$ cat src/rtl/alu_cmd_sequencer.sv
// Command sequencer for the 16-bit combinational ALU: reads operands from a small
// register file, drives the ALU for one cycle, writes back and returns the result.
module alu_cmd_sequencer #(
    parameter int unsigned WIDTH  = 16,
    parameter int unsigned REG_AW = 3,
    parameter int unsigned CNT_W  = 16
) (
    input  logic              clk,
    input  logic              rst_n,
    input  logic              cmd_valid_i,
    output logic              cmd_ready_o,
    input  logic [3:0]        cmd_op_i,
    input  logic [REG_AW-1:0] cmd_rd_i,
    input  logic [REG_AW-1:0] cmd_ra_i,
    input  logic [REG_AW-1:0] cmd_rb_i,
    input  logic              cmd_imm_sel_i,
    input  logic [WIDTH-1:0]  cmd_imm_i,
    output logic [WIDTH-1:0]  alu_a_o,
    output logic [WIDTH-1:0]  alu_b_o,
    output logic [3:0]        alu_op_o,
    input  logic [WIDTH-1:0]  alu_out_i,
    output logic              rsp_valid_o,
    input  logic              rsp_ready_i,
    output logic [WIDTH-1:0]  rsp_data_o,
    output logic [REG_AW-1:0] rsp_rd_o,
    output logic              rsp_err_o,
    output logic [CNT_W-1:0]  done_cnt_o
);

    localparam int unsigned NumRegs = 1 << REG_AW;

    typedef enum logic [1:0] {StIdle, StExec, StResp} state_e;

    state_e state_q, state_d;

    logic [WIDTH-1:0]  rf_q [NumRegs];
    logic [WIDTH-1:0]  alu_a_q, alu_a_d, alu_b_q, alu_b_d;
    logic [3:0]        alu_op_q, alu_op_d;
    logic [REG_AW-1:0] rd_q, rd_d;
    logic              err_q, err_d;
    logic              rsp_valid_q, rsp_valid_d;
    logic [WIDTH-1:0]  rsp_data_q, rsp_data_d;
    logic [REG_AW-1:0] rsp_rd_q, rsp_rd_d;
    logic              rsp_err_q, rsp_err_d;
    logic [CNT_W-1:0]  done_cnt_q, done_cnt_d;
    logic              wb_en;
    logic              accept;
    logic              op_illegal;
    logic [WIDTH-1:0]  rd_a, rd_b;

    // State register
    always_ff @(posedge clk or negedge rst_n) begin
        if (!rst_n) begin
            state_q <= StIdle;
        end else begin
            state_q <= state_d;
        end
    end

    // Next-state logic
    always_comb begin
        state_d = state_q;
        unique case (state_q)
            StIdle: if (cmd_valid_i) state_d = StExec;
            StExec: state_d = StResp;
            StResp: if (rsp_ready_i) state_d = StIdle;
            default: state_d = StIdle;
        endcase
    end

    // Output logic
    always_comb begin
        cmd_ready_o = (state_q == StIdle);
    end

    always_comb begin
        unique case (cmd_op_i)
            4'b0111, 4'b1011, 4'b1101, 4'b1111: op_illegal = 1'b1;
            default:                            op_illegal = 1'b0;
        endcase
    end

    // r0 is never written, but the explicit mux keeps it zero regardless.
    assign rd_a   = (cmd_ra_i == '0) ? '0 : rf_q[cmd_ra_i];
    assign rd_b   = (cmd_rb_i == '0) ? '0 : rf_q[cmd_rb_i];
    assign accept = (state_q == StIdle) && cmd_valid_i;

    always_comb begin
        alu_a_d     = alu_a_q;
        alu_b_d     = alu_b_q;
        alu_op_d    = alu_op_q;
        rd_d        = rd_q;
        err_d       = err_q;
        rsp_valid_d = rsp_valid_q;
        rsp_data_d  = rsp_data_q;
        rsp_rd_d    = rsp_rd_q;
        rsp_err_d   = rsp_err_q;
        done_cnt_d  = done_cnt_q;
        wb_en       = 1'b0;
        if (accept) begin
            alu_a_d  = rd_a;
            alu_b_d  = cmd_imm_sel_i ? cmd_imm_i : rd_b;
            alu_op_d = cmd_op_i;
            rd_d     = cmd_rd_i;
            err_d    = op_illegal;
        end
        if (state_q == StExec) begin
            rsp_valid_d = 1'b1;
            rsp_data_d  = err_q ? '0 : alu_out_i;
            rsp_rd_d    = rd_q;
            rsp_err_d   = err_q;
            wb_en       = !err_q && (rd_q != '0);
        end
        if ((state_q == StResp) && rsp_valid_q && rsp_ready_i) begin
            rsp_valid_d = 1'b0;
            done_cnt_d  = done_cnt_q + CNT_W'(1);
        end
    end

    always_ff @(posedge clk or negedge rst_n) begin
        if (!rst_n) begin
            alu_a_q     <= '0;
            alu_b_q     <= '0;
            alu_op_q    <= '0;
            rd_q        <= '0;
            err_q       <= 1'b0;
            rsp_valid_q <= 1'b0;
            rsp_data_q  <= '0;
            rsp_rd_q    <= '0;
            rsp_err_q   <= 1'b0;
            done_cnt_q  <= '0;
        end else begin
            alu_a_q     <= alu_a_d;
            alu_b_q     <= alu_b_d;
            alu_op_q    <= alu_op_d;
            rd_q        <= rd_d;
            err_q       <= err_d;
            rsp_valid_q <= rsp_valid_d;
            rsp_data_q  <= rsp_data_d;
            rsp_rd_q    <= rsp_rd_d;
            rsp_err_q   <= rsp_err_d;
            done_cnt_q  <= done_cnt_d;
        end
    end

    always_ff @(posedge clk or negedge rst_n) begin
        if (!rst_n) begin
            for (int unsigned i = 0; i < NumRegs; i++) begin
                rf_q[i] <= '0;
            end
        end else if (wb_en) begin
            rf_q[rd_q] <= alu_out_i;
        end
    end

    assign alu_a_o     = alu_a_q;
    assign alu_b_o     = alu_b_q;
    assign alu_op_o    = alu_op_q;
    assign rsp_valid_o = rsp_valid_q;
    assign rsp_data_o  = rsp_data_q;
    assign rsp_rd_o    = rsp_rd_q;
    assign rsp_err_o   = rsp_err_q;
    assign done_cnt_o  = done_cnt_q;

endmodule

$ cat config.mk
export PLATFORM = sky130hd
export DESIGN_NAME = alu_cmd_sequencer
export DESIGN_NICKNAME = d
export VERILOG_FILES = /design/src/rtl/alu_cmd_sequencer.sv
export SDC_FILE = /design/constraint.sdc
export NUM_CORES = 1
export LEC_CHECK = 0
export CAP_MARGIN = 40
export CORE_AREA = 2 2 186 97
export DETAILED_ROUTE_END_ITERATION = 10
export DIE_AREA = 0 0 188 99
export GPL_ROUTABILITY_DRIVEN = 0
export GPL_TIMING_DRIVEN = 0
export PLACE_DENSITY = 0.84
export SLEW_MARGIN = 20
export SYNTH_ARGS = -nofsm -noshare
export SYNTH_HDL_FRONTEND = slang
export SYNTH_SLANG_ARGS = --single-unit
$ cat constraint.sdc
create_clock -name clk -period 2.2 [get_ports clk]
set_input_delay 0.66 -clock clk [delete_from_list [all_inputs] [get_ports clk]]
set_output_delay 0.66 -clock clk [all_outputs]
set_load 0.01 [all_outputs]
==> run_results.csv <==
group,metric,value,unit
outcome,run_status,"finished clean",
synth,avgSynthCellArea,12.71,um2
pwr,p_per_area,1309,nW/um2
pwr,swShare,33.49,%
clock_network,clk_pin_slew,0.07,ns
pwr,ir_worst_vdd,0.7201,mV
grt,grt_pass1_wl,42.54,mm
finish,layout_common_cells,"dfrtp_1 (190), mux2_2 (132), clkdlybuf4s50_1 (118)",
clock_network,cts_root_buf,"clkbuf_16",
timing,skew,0.009435,ns
route,vias_per_cell,6.342,
worst_setup_path,crit_fanout,10,
clock_network,htreeDepth,4,
die,core,16970,um2
synth,syn_inst,720,
timing,fin_crit,2.167,ns
pwr,p_sw,0.004998,W
route,drc,0,
synth,synth_top_cell_area_share,52.24,%
synth,synth_ff_type,"dfrtp_1",
route,drtIter0Drc,744,
finish,fill_cells,1240,
timing,hold_viol,0,
finish,final_layout_size_suffix_gt1_share,29.01,%
placed_design,dp.final_hpwl,18.89,mm
grt,gr-total-overflow,0,
pwr,intPower,0.009925,W
synth,synth.ff_latch_count,191,
timing,tns,0,ns
grt,antenna_found_initial,1,
timing,worst_slew_pin_slew,0.7541,ns
placed_design,io_buffers,120,
synth,yosys-top-cells-area,"dfrtp_1 (52%), mux2_2 (16%), mux4_2 (7.1%)",
die,die_h,99,um
clock_network,clk_latency,0.43,ns
clock_network,clk_path_buf_depth,2,
route,dr_total_vias,7014,
pwr,leakagePower,4.920,nW
timing,layout_worst_path_cycle_share,98.49,%
finish,synthToLayoutAreaGrowth,24.63,%
worst_setup_path,start_kind,"primary input",
synth,synth_edf_count,0,
die,ios,124,
die,core.rowCount,34,
grt,grt_max_degree,83,
synth,yosys_warnings,0,
finish,layout_commonest_cell,"dfrtp_1",
finish,seqCellArea,4781,um2
grt,grt_use_total,31.04,%
timing,fin_ws,0.03324,ns
route,wl_per_cell,25.17,um
worst_setup_path,worstSetupEndpointType,"flop",
synth,synth_top_area_cell,"dfrtp_1",
die,initial_core_util,53.90,%
worst_setup_path,crit_arrival,2.49,ns
die,die_width,188,um
clock_network,clock-sinks,191,
finish,multi_input_area,4192,um2
synth,synth-seq-area-share,52.24,%
timing,max_slew_margin,49.72,%
route,route.antenna.remaining_nets,0,
synth,synth_cell_types,43,
worst_setup_path,crit_required,2.53,ns
pwr,pwr-share-seq,42.8,%
route,dr.pass1.iters,6,
pwr,comb_power_share,36.0,%
synth,ys_async_sr_fraction,100.0,%
synth,synthesis.area,9149,um2
finish,layout.nets,913,
grt,first_global_vias,7098,
pwr,pwr-share-clk,21.2,%
finish,antennaDiodeCount,0,
clock_network,cts_tree,"yes",
placed_design,post-place-ws,-1.104,ns
clock_network,cts_buffers,17,
timing,setup_viol,0,
run,maxCapViolCount,0,
timing,max_clock_freq,461.5,MHz
route,wirelength,27.84,mm
synth,syn-num-nets,771,
worst_setup_path,path_class,"in -> reg",
min_path,hold_path_class,"in -> async",
die,die_area,18610,um2
timing,slew_violations,0,
==> worst paths after layout <==
check / from / to / slack [ns] / cells after the start
setup / recovery: cmd_rb_i[2] / alu_b_o[2] / 0.03 / 5
hold / removal: rst_n / alu_a_o[13] / 0.08 / 1
setup reg to reg: state_q[1] / rf_q[106] / 0.06 / 6
hold reg to reg: alu_op_o[2] / alu_op_o[2] / 0.48 / 2
max in group asynchronous: rst_n / rf_q[91] / 1.03 / 3
min in group clk: alu_op_o[2] / alu_op_o[2] / 0.48 / 2
==> cells in the mapped netlist, types with 2 or more instances <==
master / number
nand4_1: 3
and3_1: 15
mux4_2: 29
nor3_1: 4
nand2_1: 75
mux2_4: 10
mux2_2: 132
and4_1: 2
buf_2: 12
dfrtp_1: 191
a221oi_1: 26
nand2b_1: 18
a211oi_1: 3
clkbuf_1: 30
xnor2_1: 13
o31ai_1: 26
mux2i_1: 14
nor2_1: 16
inv_1: 5
nand3_1: 5
o211ai_1: 2
o22ai_1: 3
o21ai_0: 27
buf_1: 5
nor2b_1: 18
a21oi_1: 18
xor2_1: 2
==> timing repair <==
item                       in CTS  in global routing
buffers inserted                0                  0
setup endpoints to repair      41                 63
hold buffers                    0                  0
pin swaps                       0                  2
resized for setup              23                 35
==> critical path: stages <==
cell             delay [ns]
clkdlybuf4s50_1        0.57
clkbuf_1               0.42
clkbuf_2               0.41
a221oi_1               0.14
o31ai_1                0.29
==> state kept, by name, summed over array words and instances, names as in the netlist <==
signal and count:
rsp_err_o 1, state_q 2, err_q 1, rsp_data_o 16, alu_a_o 16, rf_q 112, alu_op_o 4, rsp_valid_o 1
alu_b_o 16, rd_q 3, rsp_rd_o 3, done_cnt_o 16
==> area by class of cell <==
type,count,share of cell area (%)
Clock buffer,17,3.731
Sequential cell,191,41.93
Inverter,5,0.1646
Multi-Input combinational cell,475,36.76
Buffer,49,2.359
Clock inverter,12,1.394
Timing Repair Buffer,123,11.09
Tap cell,234,2.568
==> power groups by stage <==
stage | Clock, W | Sequential (W) | Combinational (W)
after floorplan | 0 | 0.00616 | 0.00300
after global placement | 0 | 0.00625 | 0.00503
after detailed placement | 0 | 0.00632 | 0.00521
after CTS | 0.00318 | 0.00631 | 0.00529
after global routing | 0.00331 | 0.00655 | 0.00574
final | 0.00316 | 0.00639 | 0.00537
==> metal layers <==
metal / up-vias / GRT usage (%) / wire, um
met2: 470 / 42.78 / 11480
li1: 2919 / - / -
met1: 3571 / 44.94 / 12240
met3: 54 / 13.00 / 3592
met4: 0 / 8.722 / 523
met5: - / 0 / 0
==> through the flow <==
stage          instances  hold slack (ns)  total power [W]  util [%]  cell area, um2
3_5_place_dp        1077           0.4668          0.01153     63.08           10710
6_report            1106          0.07806          0.01492     67.18           11400
3_3_place_gp        1074           0.4608          0.01128     62.70           10640
5_1_grt             1106          0.09198          0.01560     67.18           11400
4_1_cts             1106          0.08333          0.01478     66.84           11340
2_1_floorplan        720           0.3644         0.009161         -            9149
==> cell families (layout without fill, tap and decap cells) <==
logic type / Yosys count / in the layout / synth area share, %
muxes: 185 / 185 / 26.56
adders and majority gates: 1 / 1 / 0.1367
AOI/OAI and AO/OA: 108 / 108 / 7.973
DFF: 191 / 191 / 52.24
xor gates and xnor gates: 15 / 15 / 1.436
and+or+nand+nor: 166 / 166 / 9.068
buffers and inverters: 54 / 206 / 2.585
Power figures use the tool's default switching activity.
